`src/rtl/flash_loader_pkg.sv`:
```
// Shared types and constants for the boot-time SPI flash to ramio copier.
// Holds the controller state encoding, the flash read command, the ramio write
// type for a full word, the SPI run lengths and a byte-lane insertion helper.
package flash_loader_pkg;

   typedef enum logic [2:0] {
      WaitReady,
      Startup,
      SendCmd,
      SendAddr,
      ReadData,
      StartWrite,
      Write,
      Done
   } state_e;

   localparam logic [7:0] FlashCmdRead  = 8'h03;
   localparam logic [1:0] WriteTypeWord = 2'b11;

   // SPI run lengths, expressed as (bit count - 1) so that 32 fits in 5 bits.
   localparam logic [4:0] CmdBitsM1  = 5'd7;
   localparam logic [4:0] AddrBitsM1 = 5'd23;
   localparam logic [4:0] ByteBitsM1 = 5'd7;

   // Replace byte lane idx of word with b (lane 0 = bits 7:0, little-endian).
   function automatic logic [31:0] place_byte(input logic [31:0] word,
                                              input logic [1:0]  idx,
                                              input logic [7:0]  b);
      logic [31:0] r;
      r = word;
      r[{idx, 3'b000} +: 8] = b;
      return r;
   endfunction

endpackage

```
`src/rtl/flash_loader_if.sv`:
```
// ramio request port as seen by the loader.
//   enable      request strobe, held until busy=0 is observed
//   write_type  2'b11 for a word write, 0 when idle
//   read_type   always 0 from the loader
//   address     byte address of the word
//   data_in     word to write
//   busy        ramio cannot accept a request this cycle
// master = the loader (drives the request), slave = ramio (drives busy).
interface flash_loader_if;

   logic        enable;
   logic [1:0]  write_type;
   logic [2:0]  read_type;
   logic [31:0] address;
   logic [31:0] data_in;
   logic        busy;

   modport master (
      output enable, write_type, read_type, address, data_in,
      input  busy
   );

   modport slave (
      input  enable, write_type, read_type, address, data_in,
      output busy
   );

endinterface

```
`src/rtl/flash_spi_shifter.sv`:
```
// SPI mode-0 bit engine. A load starts a run of nbits+1 bits taken MSB first
// from tx_data[31:...]; every bit is two clk cycles: phase 0 (flash_clk low,
// mosi presents the bit) and phase 1 (flash_clk high). miso is taken at the
// end of phase 1. pause freezes the engine with the clock parked.
//   load/tx_data/nbits  start a run (nbits = bit count - 1)
//   pause               hold the current phase
//   busy                low when idle and also during the final cycle of a run,
//                       so a follow-on load can be chained without a gap
//   byte_out            last 8 bits received, including the bit on miso now;
//                       valid in the final cycle of a run
//   flash_clk/mosi/miso SPI pins
module flash_spi_shifter (
   input  logic        clk,
   input  logic        rst_n,
   input  logic        load,
   input  logic [31:0] tx_data,
   input  logic [4:0]  nbits,
   input  logic        pause,
   output logic        busy,
   output logic [7:0]  byte_out,
   output logic        flash_clk,
   output logic        flash_mosi,
   input  logic        flash_miso
);

   logic        active_q, active_d;
   logic        phase_q, phase_d;
   logic [4:0]  bit_cnt_q, bit_cnt_d;
   logic [31:0] sh_out_q, sh_out_d;
   logic [7:0]  sh_in_q, sh_in_d;
   logic        last;

   assign last       = active_q & phase_q & ~pause & (bit_cnt_q == 5'd0);
   assign busy       = active_q & ~last;
   assign byte_out   = {sh_in_q[6:0], flash_miso};
   assign flash_clk  = active_q & phase_q;
   assign flash_mosi = sh_out_q[31];

   // NOTE: every variable gets its hold value first so no path leaves it
   // unassigned; otherwise synthesis infers a latch.
   always_comb begin
      active_d  = active_q;
      phase_d   = phase_q;
      bit_cnt_d = bit_cnt_q;
      sh_out_d  = sh_out_q;
      sh_in_d   = sh_in_q;
      if (load) begin
         active_d  = 1'b1;
         phase_d   = 1'b0;
         bit_cnt_d = nbits;
         sh_out_d  = tx_data;
      end else if (active_q && !pause) begin
         if (!phase_q) begin
            phase_d = 1'b1;
         end else begin
            // End of phase 1: take miso, move mosi on to the next bit.
            phase_d  = 1'b0;
            sh_in_d  = {sh_in_q[6:0], flash_miso};
            sh_out_d = {sh_out_q[30:0], 1'b0};
            if (bit_cnt_q == 5'd0) begin
               active_d = 1'b0;
            end else begin
               bit_cnt_d = bit_cnt_q - 5'd1;
            end
         end
      end
   end

   // NOTE: state registers use non-blocking assignments so every flop samples
   // the values from before the edge, independent of statement order.
   always_ff @(posedge clk or negedge rst_n) begin
      if (!rst_n) begin
         active_q  <= 1'b0;
         phase_q   <= 1'b0;
         bit_cnt_q <= 5'd0;
         sh_out_q  <= 32'd0;
         sh_in_q   <= 8'd0;
      end else begin
         active_q  <= active_d;
         phase_q   <= phase_d;
         bit_cnt_q <= bit_cnt_d;
         sh_out_q  <= sh_out_d;
         sh_in_q   <= sh_in_d;
      end
   end

endmodule

```
`src/rtl/flash_loader.sv`:
```
// Boot-time copier: after ram_ready and a startup delay, issues a flash read
// (0x03 + 24-bit address) and streams TransferByteCount bytes into ramio as
// little-endian 32-bit words. done is sticky; afterwards ramio belongs to the CPU.
//   clk, rst_n      clock, asynchronous active-low reset
//   ram_ready       SDRAM init complete, gates the start
//   flash_*         SPI flash pins
//   ramio           ramio request port (master side)
//   done            copy complete
module flash_loader
   import flash_loader_pkg::*;
#(
   parameter int unsigned StartupWaitCycles = 10,
   parameter logic [23:0] FlashStartAddress = 24'h000000,
   parameter logic [31:0] RamStartAddress   = 32'h0000_0000,
   parameter int unsigned TransferByteCount = 256
) (
   input  logic          clk,
   input  logic          rst_n,
   input  logic          ram_ready,
   output logic          flash_clk,
   output logic          flash_mosi,
   input  logic          flash_miso,
   output logic          flash_cs_n,
   flash_loader_if.master ramio,
   output logic          done
);

   localparam int ByteCntW    = (TransferByteCount < 4) ? 2 : $clog2(TransferByteCount + 1);
   localparam int StartupCntW = (StartupWaitCycles > 2) ? $clog2(StartupWaitCycles) : 1;
   localparam logic [ByteCntW-1:0] ByteTotal = ByteCntW'(TransferByteCount);

   state_e                 state_q, state_d;
   logic [StartupCntW-1:0] startup_cnt_q, startup_cnt_d;
   logic [ByteCntW-1:0]    byte_cnt_q, byte_cnt_d;
   logic [31:0]            word_q, word_d;
   logic [31:0]            addr_q, addr_d;
   logic                   cs_n_q, cs_n_d;
   logic                   done_q, done_d;
   logic                   enable_q, enable_d;
   logic [1:0]             write_type_q, write_type_d;
   logic [31:0]            address_q, address_d;
   logic [31:0]            data_q, data_d;

   logic        sh_load, sh_busy, sh_pause;
   logic [4:0]  sh_nbits;
   logic [31:0] sh_tx;
   logic [7:0]  sh_byte;

   // The flash read is only paused across a ramio write: cs_n stays low and
   // the next byte continues the same stream.
   assign sh_pause = (state_q == StartWrite) || (state_q == Write);

   flash_spi_shifter u_shifter (
      .clk        (clk),
      .rst_n      (rst_n),
      .load       (sh_load),
      .tx_data    (sh_tx),
      .nbits      (sh_nbits),
      .pause      (sh_pause),
      .busy       (sh_busy),
      .byte_out   (sh_byte),
      .flash_clk  (flash_clk),
      .flash_mosi (flash_mosi),
      .flash_miso (flash_miso)
   );

   assign flash_cs_n       = cs_n_q;
   assign done             = done_q;
   assign ramio.enable     = enable_q;
   assign ramio.write_type = write_type_q;
   assign ramio.read_type  = 3'd0;
   assign ramio.address    = address_q;
   assign ramio.data_in    = data_q;

   always_comb begin
      state_d       = state_q;
      startup_cnt_d = startup_cnt_q;
      byte_cnt_d    = byte_cnt_q;
      word_d        = word_q;
      addr_d        = addr_q;
      cs_n_d        = cs_n_q;
      done_d        = done_q;
      enable_d      = enable_q;
      write_type_d  = write_type_q;
      address_d     = address_q;
      data_d        = data_q;
      sh_load       = 1'b0;
      sh_nbits      = ByteBitsM1;
      sh_tx         = 32'd0;

      unique case (state_q)
         WaitReady: begin
            if (ram_ready) begin
               if (TransferByteCount == 0) begin
                  done_d  = 1'b1;
                  state_d = Done;
               end else begin
                  state_d = Startup;
               end
            end
         end
         Startup: begin
            if (32'(startup_cnt_q) + 32'd1 >= StartupWaitCycles) begin
               cs_n_d   = 1'b0;
               sh_load  = 1'b1;
               sh_nbits = CmdBitsM1;
               sh_tx    = {FlashCmdRead, 24'd0};
               state_d  = SendCmd;
            end else begin
               startup_cnt_d = startup_cnt_q + StartupCntW'(1);
            end
         end
         // In the shifting states the engine is always running, so busy=0
         // marks the final cycle of the current run.
         SendCmd: begin
            if (!sh_busy) begin
               sh_load  = 1'b1;
               sh_nbits = AddrBitsM1;
               sh_tx    = {FlashStartAddress, 8'd0};
               state_d  = SendAddr;
            end
         end
         SendAddr: begin
            if (!sh_busy) begin
               sh_load = 1'b1;
               state_d = ReadData;
            end
         end
         ReadData: begin
            if (!sh_busy) begin
               word_d     = place_byte(word_q, byte_cnt_q[1:0], sh_byte);
               byte_cnt_d = byte_cnt_q + ByteCntW'(1);
               if (byte_cnt_q[1:0] == 2'd3) begin
                  state_d = StartWrite;
               end else begin
                  sh_load = 1'b1;
               end
            end
         end
         StartWrite: begin
            if (!ramio.busy) begin
               enable_d     = 1'b1;
               write_type_d = WriteTypeWord;
               address_d    = addr_q;
               data_d       = word_q;
               state_d      = Write;
            end
         end
         Write: begin
            // The request is visible for at least this cycle and is held
            // until ramio reports not busy.
            if (!ramio.busy) begin
               enable_d     = 1'b0;
               write_type_d = 2'b00;
               address_d    = 32'd0;
               data_d       = 32'd0;
               addr_d       = addr_q + 32'd4;
               if (byte_cnt_q == ByteTotal) begin
                  cs_n_d  = 1'b1;
                  done_d  = 1'b1;
                  state_d = Done;
               end else begin
                  sh_load = 1'b1;
                  state_d = ReadData;
               end
            end
         end
         Done: begin
         end
         default: state_d = WaitReady;
      endcase
   end

   always_ff @(posedge clk or negedge rst_n) begin
      if (!rst_n) begin
         state_q       <= WaitReady;
         startup_cnt_q <= '0;
         byte_cnt_q    <= '0;
         word_q        <= 32'd0;
         addr_q        <= RamStartAddress;
         cs_n_q        <= 1'b1;
         done_q        <= 1'b0;
         enable_q      <= 1'b0;
         write_type_q  <= 2'b00;
         address_q     <= 32'd0;
         data_q        <= 32'd0;
      end else begin
         state_q       <= state_d;
         startup_cnt_q <= startup_cnt_d;
         byte_cnt_q    <= byte_cnt_d;
         word_q        <= word_d;
         addr_q        <= addr_d;
         cs_n_q        <= cs_n_d;
         done_q        <= done_d;
         enable_q      <= enable_d;
         write_type_q  <= write_type_d;
         address_q     <= address_d;
         data_q        <= data_d;
      end
   end

endmodule

```
`src/flat_wrapper.sv`:
```
// flat-port wrapper written by rule: the top's interface ports become plain ports
module flash_loader_flat import flash_loader_pkg::*;
#(
   parameter int unsigned StartupWaitCycles = 10,
   parameter logic [23:0] FlashStartAddress = 24'h000000,
   parameter logic [31:0] RamStartAddress   = 32'h0000_0000,
   parameter int unsigned TransferByteCount = 256
)
  (clk, rst_n, ram_ready, flash_clk, flash_mosi, flash_miso, flash_cs_n, done, ramio_enable, ramio_write_type, ramio_read_type, ramio_address, ramio_data_in, ramio_busy);
  flash_loader_if ramio_i ();
  input  logic clk;
  input  logic rst_n;
  input  logic ram_ready;
  output logic flash_clk;
  output logic flash_mosi;
  input  logic flash_miso;
  output logic flash_cs_n;
  output logic done;
  output wire logic [$bits(ramio_i.enable)-1:0] ramio_enable;
  output wire logic [$bits(ramio_i.write_type)-1:0] ramio_write_type;
  output wire logic [$bits(ramio_i.read_type)-1:0] ramio_read_type;
  output wire logic [$bits(ramio_i.address)-1:0] ramio_address;
  output wire logic [$bits(ramio_i.data_in)-1:0] ramio_data_in;
  input wire logic [$bits(ramio_i.busy)-1:0] ramio_busy;
  assign ramio_enable = ramio_i.enable;
  assign ramio_write_type = ramio_i.write_type;
  assign ramio_read_type = ramio_i.read_type;
  assign ramio_address = ramio_i.address;
  assign ramio_data_in = ramio_i.data_in;
  assign ramio_i.busy = ramio_busy;
  flash_loader #(.StartupWaitCycles(StartupWaitCycles), .FlashStartAddress(FlashStartAddress), .RamStartAddress(RamStartAddress), .TransferByteCount(TransferByteCount)) u_core (.clk(clk), .rst_n(rst_n), .ram_ready(ram_ready), .flash_clk(flash_clk), .flash_mosi(flash_mosi), .flash_miso(flash_miso), .flash_cs_n(flash_cs_n), .ramio(ramio_i), .done(done));
endmodule
```
`config.mk`:
```
export PLATFORM = sky130hd
export DESIGN_NAME = flash_loader_flat
export DESIGN_NICKNAME = d
export VERILOG_FILES = /design/src/rtl/flash_loader_pkg.sv /design/src/rtl/flash_loader_if.sv /design/src/rtl/flash_spi_shifter.sv /design/src/rtl/flash_loader.sv /design/src/flat_wrapper.sv
export SDC_FILE = /design/constraint.sdc
export NUM_CORES = 1
export LEC_CHECK = 0
export CAP_MARGIN = 15
export CORE_UTILIZATION = 60
export DETAILED_ROUTE_END_ITERATION = 6
export PLACE_DENSITY = 0.88
export SYNTH_ARGS = -nofsm -noshare
export SYNTH_HDL_FRONTEND = slang
export SYNTH_SLANG_ARGS = --single-unit
```
`constraint.sdc`:
```
create_clock -name clk -period 3.2 [get_ports clk]
set_input_delay 0.32 -clock clk [delete_from_list [all_inputs] [get_ports clk]]
set_output_delay 0.32 -clock clk [all_outputs]
set_load 0.005 [all_outputs]
```
==> results of run 1 <==
## power groups by stage
stage	Combinational, mW	Sequential (mW)	Clock (mW)
finish	1.61	2.71	2.11
global route	1.79	2.75	2.21
CTS	1.59	2.70	2.13
detailed placement	1.57	2.73	0
global placement	1.48	2.71	0
floorplan	1.18	2.60	0
## area by class of cell
cell class                 count  area (sq um)
fill                         707          2920
tap                          143           179
sequential                   165          4130
timing repair buffer          82           840
inverter                      10          37.5
clock buffer                  20           467
multi-input combinational    353          2700
clock inverter                10           145
## cells by family after synthesis
kind of cell / count (synthesis) / share of synthesized area (%)
fa+ha+maj: 10 / 1.79
simple gates: 153 / 12.8
mux: 17 / 2.59
other cells: 1 / 0.0535
flops: 165 / 58.9
buf+inv: 44 / 2.95
xor+xnor: 45 / 5.62
compound gates: 123 / 15.3
## worst max-delay path: cells and delay by family, from the launching register on
kind	cells	cell delay (ps)
adders and majority gates	1	460
DFF	1	470
buffers and inverters	1	210
AOI/OAI and AO/OA	2	620
and+or+nand+nor	3	860
## Yosys cell counts (all sizes together), types with 5 or more instances
library cell    n
dfrtp         164
a22o           62
nand4          42
xnor2          33
a21bo          32
nand2          28
nor2           25
buf            17
clkbuf         17
nand3          13
xor2           12
ha             10
inv            10
mux2            9
mux2i           8
nor3            8
nand2b          7
nor4            6
o21ai           6
a21o            5
## stage by stage
step / util, % / hold slack (ps) / instance area, sq um / setup WS [ps]
3_3_place_gp: 68.8 / 391 / 7860 / 661
3_5_place_dp: 68.8 / 399 / 7860 / 555
6_report: 74.4 / 479 / 8500 / 485
4_1_cts: 74.2 / 474 / 8480 / 545
2_1_floorplan: - / 24.4 / 7020 / 1200
5_1_grt: 74.4 / 488 / 8500 / 318
## per-layer routing
layer / share of wire [%] / wire length, um / GRT usage [%] / vias to the layer above
li1: - / - / - / 2170
met1: 44 / 6480 / 35.5 / 2487
met2: 50 / 7380 / 43.7 / 154
met3: 4.6 / 672 / 5.64 / 16
met4: 1.0 / 147 / 8.19 / 0
met5: 0 / 0 / 0 / -
## worst max path at each step
stage / from / endpoint / slack [ps] / depth (start not counted)
after floorplan: u_core.byte_cnt_q[0] / u_core.u_shifter.active_q / 1200 / 8
after global placement: u_core.byte_cnt_q[0] / u_core.u_shifter.bit_cnt_q[1] / 660 / 7
after detailed placement: u_core.byte_cnt_q[0] / u_core.u_shifter.bit_cnt_q[1] / 560 / 7
after CTS: u_core.byte_cnt_q[0] / u_core.u_shifter.bit_cnt_q[1] / 550 / 7
after global routing: u_core.byte_cnt_q[0] / u_core.u_shifter.bit_cnt_q[1] / 320 / 7
final: u_core.byte_cnt_q[0] / u_core.u_shifter.bit_cnt_q[1] / 490 / 7
## sequential cells by signal, indices dropped and copies added, names as in the netlist
| register | cells |
|---|---|
| u_core.ramio.write_type | 1 |
| u_core.flash_cs_n | 1 |
| u_core.ramio.data_in | 32 |
| u_core.u_shifter.sh_in_q | 7 |
| u_core.ramio.address | 30 |
| u_core.word_q | 32 |
| u_core.state_q | 3 |
| u_core.done | 1 |
| u_core.u_shifter.phase_q | 1 |
| u_core.addr_q | 30 |
| u_core.startup_cnt_q | 4 |
| u_core.u_shifter.active_q | 1 |
| u_core.u_shifter.bit_cnt_q | 5 |
| u_core.u_shifter.sh_out_q | 8 |
| u_core.byte_cnt_q | 9 |
==> results.rst, run 1 <==
.. list-table::
   :header-rows: 1

   * - Metric
     - Value
   * - Number of nets in the layout
     - 644
   * - R2r startpoint
     - u_core.byte_cnt_q[0]
   * - Synth Flop Type
     - sky130_fd_sc_hd__dfrtp_1
   * - Critical setup path kind
     - register to register
   * - Synthesis-stage register bit count
     - 165
   * - Cells after Synth
     - 558
   * - Number of gates resized after CTS
     - 0
   * - Number of placed I/O pins
     - 79
   * - Largest fanout on the critical path
     - 13
   * - Routed wire length
     - 14700 um
   * - Post-route non-filler standard cell count
     - 783
   * - Height of the die
     - 110 um
   * - Endpoint of the most critical register-to-register path
     - u_core.u_shifter.bit_cnt_q[1]
   * - Static leakage
     - 3.94 nW
   * - Number of synthesized flops with an enable pin
     - 0
   * - Overall Global Routing Usage
     - 26.5%
   * - Switching pwr
     - 2.03 mW
   * - CP max-delay cell
     - sky130_fd_sc_hd__dfrtp_1
   * - Average instance area after synthesis
     - 12.6 sq um
   * - HP Class
     - register to register
   * - Total number of clock tree sinks
     - 165
   * - Area growth from synthesis to layout
     - 21.3%
   * - Post-DRT Antenna Nets
     - 0
   * - Hold Startpoint
     - u_core.done
   * - Detailed-route DRC error count
     - 0
   * - Half-perimeter wire length after detailed placement
     - 9660 um
   * - Arrival time at the worst endpoint
     - 3020 ps
   * - Internal power
     - 4.39 mW
   * - Number of distinct library cells after synthesis
     - 55
   * - Worst-case clock skew
     - 14.6 ps
   * - Placer Congestion
     - 0.799
   * - Depth of the worst register-to-register path
     - 7
   * - Vias in the first global route
     - 4838
   * - Clock network power share
     - 32.8%
   * - Sequential share of power
     - 42.2%
   * - Final critical-path required period
     - 2710 ps
   * - Final TNS setup
     - 0 ps
   * - Latest clock arrival within the worst-skew pair
     - 420 ps
   * - Global-route wire length before repair
     - 24300 um
   * - Unrepaired setup endpoints after global routing
     - false
   * - Number of stages on the worst hold path
     - 1
   * - Count of TritonRoute iterations in the first routing pass
     - 5
   * - Power per cell area
     - 756 nW/um^2
   * - Total vias in the final route
     - 4827
   * - Transition time at the pin with the least slew margin
     - 940 ps
   * - Kind of capture point of the worst setup path
     - register
   * - Die X
     - 110 um
   * - Worst Setup Start Kind
     - register
   * - Worst path max stage delay
     - 470 ps
   * - Worst hold endpoint
     - u_core.done
   * - Share of total power consumed by net switching
     - 31.6%
   * - Number of placed instances, taps included
     - 751
   * - Residual overflow from global routing
     - 0
   * - Synth warnings
     - 0
   * - Inserted Diodes
     - 0
   * - Overall power consumption
     - 6.43 mW
   * - Synth area leaders
     - sky130_fd_sc_hd__dfrtp_1, sky130_fd_sc_hd__a22o_1, sky130_fd_sc_hd__a21bo_2
   * - Vias per cell
     - 6.16
   * - Number of buffers added to fix hold violations after cts
     - 1
   * - Post-synthesis cell area
     - 7010 sq um
   * - Comb pwr share
     - 25.0%
   * - Final Hold Viols
     - 0
   * - Most frequent standard cell in the layout excluding fill and tap cells
     - sky130_fd_sc_hd__dfrtp_1
   * - Worst slew margin relative to its limit
     - 37.2%
   * - H-tree depth reported by CTS
     - 4
   * - Die area
     - 12100 sq um
   * - Share of Yosys cell area claimed by the top area cell type
     - 58.6%
   * - Clock tree from TritonCTS
     - done
   * - Floorplan row count
     - 39
   * - Initial drt markers
     - 393
   * - Clock Tree Root
     - sky130_fd_sc_hd__clkbuf_16
   * - Series of cell instances along the critical path
     - inv_1 -> ha_1 -> nor4b_1 -> nand2_1 -> a2bb2oi_1 -> nand2b_1 -> a211o_1
   * - Result of the run
     - completed
   * - Clock buffers created by TritonCTS
     - 17
   * - Cell taking the most area after synthesis
     - sky130_fd_sc_hd__dfrtp_1
   * - Count of buffers added by post-CTS timing repair for setup
     - 0
   * - Largest voltage drop on the vdd net
     - 428 uV
   * - Wire length per cell
     - 18.7 um
   * - Max Cap Violations
     - 0
   * - Largest net degree at the start of global routing
     - 82
   * - Maximum root-to-sink buffer count
     - 2
   * - Slew Viols, Final
     - 0
   * - Share of the clock period used by the worst path
     - 84.8%
   * - Async set-reset flop share out of synthesis
     - 100%
   * - Most frequent cells in the layout
     - sky130_fd_sc_hd__dfrtp_1, sky130_fd_sc_hd__clkdlybuf4s50_1, sky130_fd_sc_hd__a22o_1
   * - Starting density of the core
     - 61.4%
   * - Number of input and output port buffers inserted
     - 73
   * - Endpoints failing setup
     - 0
   * - Fraction of final layout cells with drive strength greater than 1
     - 15.0%
   * - FMAX
     - 368 MHz
   * - Core Region
     - 11400 sq um
   * - Required time reported for the critical path endpoint
     - 3510 ps
   * - Worst reg-to-reg setup slack
     - 490 ps
   * - Proportion of synthesized chip area in sequential cells
     - 58.9%
   * - Initial antenna violation count
     - 0
   * - Clock-pin transition on the worst setup and hold timing paths
     - 60 ps
No activity file was read; power rests on OpenSTA's default activity.
==> inputs of run 2 (changes only) <==
Settings changed: CORE_UTILIZATION 60 to 51, PLACE_DENSITY 0.88 to 0.8.
Clock period 3.2 ns to 2.39 ns, I/O delays scaled along.
==> run 2 against run 1 <==
  * Via count fell by 1.9%
  * Highest routed layer unchanged
  * Global-route usage fell by 5.1 points
  * Final cell count rose by 6.0%
  * Sequential power rose by 34%
  * Critical endpoint is now u_core.u_shifter.sh_in_q[1]
==> results.rst, run 2 (synthesis gave the netlist of run 1 again) <==
.. list-table::
   :header-rows: 1

   * - Metric
     - Value
   * - Result of the run
     - completed
   * - Total number of clock tree sinks
     - 165
   * - Static leakage
     - 3.99 nW
   * - Detailed-route DRC error count
     - 0
   * - Starting density of the core
     - 52.5%
   * - Overall Global Routing Usage
     - 21.4%
   * - Total vias in the final route
     - 4734
   * - Final design utilization
     - 64.5%
   * - Multi-input gate area in the final layout
     - 2720 sq um
   * - R2r startpoint
     - u_core.startup_cnt_q[0]
   * - Global-route wire length before repair
     - 23800 um
   * - Number of placed I/O pins
     - 79
   * - Critical Path Stages
     - 6
   * - Latest clock arrival within the worst-skew pair
     - 430 ps
   * - CP max-delay cell
     - sky130_fd_sc_hd__dfrtp_1
   * - Slew Viols, Final
     - 0
   * - Unrepaired setup endpoints after global routing
     - false
   * - Residual overflow from global routing
     - 0
   * - Routed wire length
     - 14000 um
   * - Largest net degree at the start of global routing
     - 64
   * - Die X
     - 119 um
   * - Final Hold Viols
     - 0
   * - Wire length per cell
     - 16.9 um
   * - Endpoint of the most critical register-to-register path
     - u_core.u_shifter.sh_in_q[1]
   * - Largest fanout on the critical path
     - 7
   * - Power per cell area
     - 991 nW/um^2
   * - Placer Congestion
     - 0.813
   * - Post-route non-filler standard cell count
     - 830
   * - Max Cap Violations
     - 0
   * - Critical setup path kind
     - register to register
   * - Worst path max stage delay
     - 420 ps
   * - Fraction of final layout cells with drive strength greater than 1
     - 16.7%
   * - Series of cell instances along the critical path
     - ha_1 -> or2_2 -> a21oi_1 -> nor4_2 -> nor3_4 -> mux2_2
   * - Kind of capture point of the worst setup path
     - register
   * - Final critical-path required period
     - 2230 ps
   * - Arrival time at the worst endpoint
     - 2540 ps
   * - Endpoints failing setup
     - 0
   * - Post-placement worst setup slack
     - 83.0 ps
   * - Number of placed instances, taps included
     - 797
   * - Worst-case clock skew
     - 7.96 ps
   * - Worst-case setup margin in the final layout
     - 155 ps
   * - Initial drt markers
     - 297
   * - Worst reg-to-reg setup slack
     - 160 ps
   * - Worst hold margin
     - 344 ps
   * - Height of the die
     - 119 um
   * - FMAX
     - 447 MHz
   * - Worst Setup Start Kind
     - register
   * - Post-DRT Antenna Nets
     - 0
   * - Vias in the first global route
     - 4704
   * - Share of the clock period used by the worst path
     - 93.5%
   * - Inserted Diodes
     - 0
   * - Vias per cell
     - 5.70
   * - Worst slew margin relative to its limit
     - 53.1%
   * - Post-Place Cell Area
     - 8000 sq um
   * - Number of buffer and inverter stages on the critical path
     - 0
   * - Die area
     - 14200 sq um
   * - HP Class
     - input port to async pin
   * - Area growth from synthesis to layout
     - 22.8%
   * - Critical path's top delay family
     - simple AND/OR/NAND/NOR gates
   * - Clock Tree Root
     - sky130_fd_sc_hd__clkbuf_16
   * - Final TNS setup
     - 0 ps
   * - Floorplan row count
     - 42
   * - Largest voltage drop on the vdd net
     - 679 uV
   * - Maximum root-to-sink buffer count
     - 2
   * - Most frequent standard cell in the layout excluding fill and tap cells
     - sky130_fd_sc_hd__dfrtp_1
   * - H-tree depth reported by CTS
     - 4
   * - Transition time at the pin with the least slew margin
     - 697 ps
   * - Clock-pin transition on the worst setup and hold timing paths
     - 60 ps
   * - Count of TritonRoute iterations in the first routing pass
     - 5
   * - Sequential cell area
     - 4130 sq um
   * - Required time reported for the critical path endpoint
     - 2700 ps
   * - Core Region
     - 13300 sq um
   * - Clock buffers created by TritonCTS
     - 17
   * - Fillers
     - 977
   * - Count of buffers added by post-CTS timing repair for setup
     - 0
   * - Initial antenna violation count
     - 0
   * - Most frequent cells in the layout
     - sky130_fd_sc_hd__dfrtp_1, sky130_fd_sc_hd__clkdlybuf4s50_1, sky130_fd_sc_hd__a22o_1
   * - Depth of the worst register-to-register path
     - 6
   * - Half-perimeter wire length after detailed placement
     - 9470 um
   * - Number of nets in the layout
     - 656
   * - Number of input and output port buffers inserted
     - 73
   * - Overall power consumption
     - 8.53 mW
   * - Area of all placed cells without fillers
     - 8610 sq um
   * - Clock tree from TritonCTS
     - done
==> run 2: changes by cell type in the layout (fill, tap and decap cells not counted) <==
cell and delta:
sky130_fd_sc_hd__buf_12 -1, sky130_fd_sc_hd__buf_4 +13, sky130_fd_sc_hd__bufinv_16 -1, sky130_fd_sc_hd__clkbuf_1 +1, sky130_fd_sc_hd__clkbuf_8 -1, sky130_fd_sc_hd__clkinv_2 +3, sky130_fd_sc_hd__clkinv_4 +2, sky130_fd_sc_hd__clkinvlp_4 +1
sky130_fd_sc_hd__inv_6 -3, sky130_fd_sc_hd__nor4b_2 -1, sky130_fd_sc_hd__nor4b_4 +1, sky130_fd_sc_hd__nor4bb_2 -1, sky130_fd_sc_hd__nor4bb_4 +1
==> run 2: how the worst max path moves through the flow <==
stage                                   to  slack (ps)                    start
2_1_floorplan    u_core.u_shifter.active_q         390     u_core.byte_cnt_q[0]
3_3_place_gp             u_core.addr_q[27]         150               ramio_busy
3_5_place_dp             u_core.addr_q[27]          80               ramio_busy
4_1_cts                  u_core.addr_q[27]         120        u_core.state_q[2]
5_1_grt                  u_core.addr_q[27]          20        u_core.state_q[2]
6_report       u_core.u_shifter.sh_in_q[1]         160  u_core.startup_cnt_q[0]
==> run 2: area by class of cell <==
type	instances	area share, %
flip-flops and latches	165	48.0
multi-input cells	353	31.6
repair buffers	94	10.7
clock buffers	20	5.31
well taps	176	2.56
clock inverters	12	1.50
inverters	10	0.436
==> run 2: where the power goes <==
group	total [mW]	leakage, nW	switching [mW]	internal (mW)
Combinational	2.25	1.47	1.19	1.06
Clock	2.67	0.282	1.08	1.59
Sequential	3.62	2.24	0.446	3.17
==> run 2: timing repair <==
item                                    4_1_cts  5_1_grt
resized for setup                             0        2
hold buffers                                  1        0
endpoints found under the setup margin        0       36
endpoints found under the hold margin        60        0
==> run 2: metal layers <==
metal  global-route usage (%)  wire (um)  vias to the layer above
li1                         -          -                     2205
met1                     28.7       6410                     2388
met2                     34.3       6860                      120
met3                     4.55        501                       21
met4                     7.99        243                        0
met5                        0          0                        -
==> inputs of run 3 (changes only) <==
Settings changed: ABC_AREA from default to 1.
==> run 3 against run 2 <==
  * The flow now finishes with violations (design-rule violations)
  * Critical path depth rose by 5
  * Power rose by 4.7%
  * Non-clock buffer count fell by 8
  * Critical endpoint is now u_core.u_shifter.sh_in_q[2]
==> results.rst, run 3 <==
.. list-table::
   :header-rows: 1

   * - Metric
     - Value
   * - Latest clock arrival within the worst-skew pair
     - 420 ps
   * - Synthesis-stage register bit count
     - 165
   * - Final TNS setup
     - 0 ps
   * - Number of input and output port buffers inserted
     - 73
   * - Series of cell instances along the critical path
     - inv_1 -> ha_1 -> inv_2 -> nor2_1 -> nand2_1 -> nor2_1 -> nor2_1 -> a21oi_2 -> nand3_2 -> nand2_1 -> o21ai_2
   * - Comb pwr share
     - 29.0%
   * - Placer Congestion
     - 0.884
   * - Synth Flop Type
     - sky130_fd_sc_hd__dfrtp_1
   * - Violated checks
     - design-rule violations
   * - Share of total power consumed by net switching
     - 34.6%
   * - Post-synthesis cell area
     - 7700 sq um
   * - Clock-pin transition on the worst setup and hold timing paths
     - 60 ps
   * - Synth area leaders
     - sky130_fd_sc_hd__dfrtp_1, sky130_fd_sc_hd__o21ai_0, sky130_fd_sc_hd__nand2_1
   * - Switching pwr
     - 3.09 mW
   * - Transition time at the pin with the least slew margin
     - 550 ps
   * - Post-Place Cell Area
     - 8590 sq um
   * - Overall power consumption
     - 8.93 mW
   * - Core Region
     - 14600 sq um
   * - Post-placement worst setup slack
     - 232 ps
   * - Clock network power share
     - 29.2%
   * - Sequential share of power
     - 41.8%
   * - Wire length per cell
     - 14.9 um
   * - Half-perimeter wire length after detailed placement
     - 11400 um
   * - Proportion of synthesized chip area in sequential cells
     - 53.6%
   * - Largest net degree at the start of global routing
     - 64
   * - Total vias in the final route
     - 6008
   * - Number of distinct library cells after synthesis
     - 41
   * - Post-synth top cells
     - sky130_fd_sc_hd__dfrtp_1, sky130_fd_sc_hd__o21ai_0, sky130_fd_sc_hd__nand2_1
   * - Starting density of the core
     - 52.6%
   * - Count of TritonRoute iterations in the first routing pass
     - 7
   * - Endpoints failing setup
     - 0
   * - Unrepaired setup endpoints after global routing
     - false
   * - Height of the die
     - 125 um
   * - Arrival time at the worst endpoint
     - 2430 ps
   * - Floorplan row count
     - 44
   * - Cells after Synth
     - 846
   * - H-tree depth reported by CTS
     - 4
   * - Total number of clock tree sinks
     - 165
   * - Async set-reset flop share out of synthesis
     - 100%
   * - Area of all placed cells without fillers
     - 9170 sq um
   * - Global-route wire length before repair
     - 28300 um
   * - Final critical-path required period
     - 2130 ps
   * - Critical setup path kind
     - register to register
   * - Max Cap Violations
     - 0
   * - Share of Yosys cell area claimed by the top area cell type
     - 53.3%
   * - Slew Viols, Final
     - 0
   * - Required time reported for the critical path endpoint
     - 2690 ps
   * - Overall Global Routing Usage
     - 22.8%
   * - Static leakage
     - 4.26 nW
   * - Final design utilization
     - 62.6%
   * - Result of the run
     - finished, violations left
   * - Internal power
     - 5.84 mW
   * - Final Hold Viols
     - 0
   * - Synth warnings
     - 0
   * - Worst path max stage delay
     - 450 ps
   * - Fillers
     - 1203
   * - Share of the clock period used by the worst path
     - 89.0%
   * - Power per cell area
     - 974 nW/um^2
   * - Cell with the most instances after synthesis
     - sky130_fd_sc_hd__dfrtp_1
   * - Cell repeated most along the worst path
     - sky130_fd_sc_hd__nor2_1
   * - Critical path's top delay family
     - simple AND/OR/NAND/NOR gates
   * - Worst hold margin
     - 292 ps
   * - CP max-delay cell
     - sky130_fd_sc_hd__dfrtp_1
   * - Initial antenna violation count
     - 0
   * - Residual overflow from global routing
     - 0
   * - Clock Tree Root
     - sky130_fd_sc_hd__clkbuf_16
   * - Most frequent cells in the layout
     - sky130_fd_sc_hd__dfrtp_1, sky130_fd_sc_hd__o21ai_0, sky130_fd_sc_hd__nand2_1
   * - Routed wire length
     - 16600 um
   * - Area growth from synthesis to layout
     - 19.0%
   * - Worst Setup Start Kind
     - register
   * - Number of placed instances, taps included
     - 1082
   * - Die X
     - 125 um
   * - Clock buffers created by TritonCTS
     - 17
   * - Average instance area after synthesis
     - 9.10 sq um
   * - Worst slew margin relative to its limit
     - 63.3%
   * - Largest voltage drop on the vdd net
     - 608 uV
   * - Die area
     - 15600 sq um
   * - Detailed-route DRC error count
     - 14
   * - HP Class
     - input port to async pin
   * - Inserted Diodes
     - 0
   * - Worst-case clock skew
     - 9.85 ps
   * - Vias per cell
     - 5.39
   * - Kind of capture point of the worst setup path
     - register
   * - Fraction of final layout cells with drive strength greater than 1
     - 9.25%
   * - Maximum root-to-sink buffer count
     - 2
   * - Post-DRT Antenna Nets
     - 0
   * - Number of placed I/O pins
     - 79
   * - Worst-case setup margin in the final layout
     - 262 ps
   * - Initial drt markers
     - 440
   * - Largest fanout on the critical path
     - 14
   * - Vias in the first global route
     - 5868
   * - Clock tree from TritonCTS
     - done
   * - FMAX
     - 470 MHz
   * - Number of buffer and inverter stages on the critical path
     - 2
   * - Cell taking the most area after synthesis
     - sky130_fd_sc_hd__dfrtp_1
   * - Most frequent standard cell in the layout excluding fill and tap cells
     - sky130_fd_sc_hd__dfrtp_1
   * - Number of synthesized flops with an enable pin
     - 0
   * - Number of nets in the layout
     - 933
   * - Post-route non-filler standard cell count
     - 1114
==> run 3: cell families after synthesis <==
group           share of synthesized area (%)
buf+inv                                  8.42
fa+ha+maj                                1.62
flops                                    53.6
compound gates                           12.8
xor+xnor                                 4.21
other cells                            0.0487
simple gates                             19.3
==> run 3: repair_timing <==
item / in CTS / in global routing
hold buffers: 1 / 0
buffers inserted: 0 / 0
gates resized for setup: 0 / 2
endpoints found under the hold margin: 36 / 0
setup endpoints to repair: 0 / 9
==> run 3: path summary, 6_finish.rpt <==
| kind | start | to | slack [ps] | cells past startpoint |
|---|---|---|---|---|
| max reg2reg | u_core.byte_cnt_q[1] | u_core.u_shifter.sh_in_q[2] | 260 | 11 |
| min | rst_n | u_core.ramio.address[22] | 290 | 2 |
| max in group asynchronous | rst_n | u_core.ramio.data_in[17] | 1390 | 3 |
| min reg2reg | u_core.u_shifter.sh_out_q[26] | u_core.u_shifter.sh_out_q[26] | 480 | 2 |
| max | u_core.byte_cnt_q[1] | u_core.u_shifter.sh_in_q[2] | 260 | 11 |
| min in group clk | ramio_busy | u_core.addr_q[2] | 350 | 4 |
==> run 3: per-layer routing <==
layer	routed length [um]	up-vias	global-route usage (%)
met5	0	-	0
met4	248	0	8.54
met3	641	24	3.99
met1	7600	2942	30.5
li1	-	2889	-
met2	8100	153	37.5
==> run 3: area by class of cell <==
type | instances | area, sq um | area share, %
sequential | 165 | 4130 | 45.1
multi-input combinational | 532 | 2950 | 32.2
tap | 184 | 230 | 2.51
clock inverter | 11 | 110 | 1.20
inverter | 116 | 435 | 4.75
clock buffer | 20 | 447 | 4.87
timing repair buffer | 86 | 865 | 9.43
==> run 3: power groups by stage <==
stage / sequential (mW) / combinational [mW] / clock (mW)
finish: 3.74 / 2.59 / 2.61
global route: 3.80 / 2.92 / 2.74
CTS: 3.73 / 2.59 / 2.64
detailed placement: 3.77 / 2.55 / 0
global placement: 3.76 / 2.47 / 0
floorplan: 3.67 / 1.73 / 0
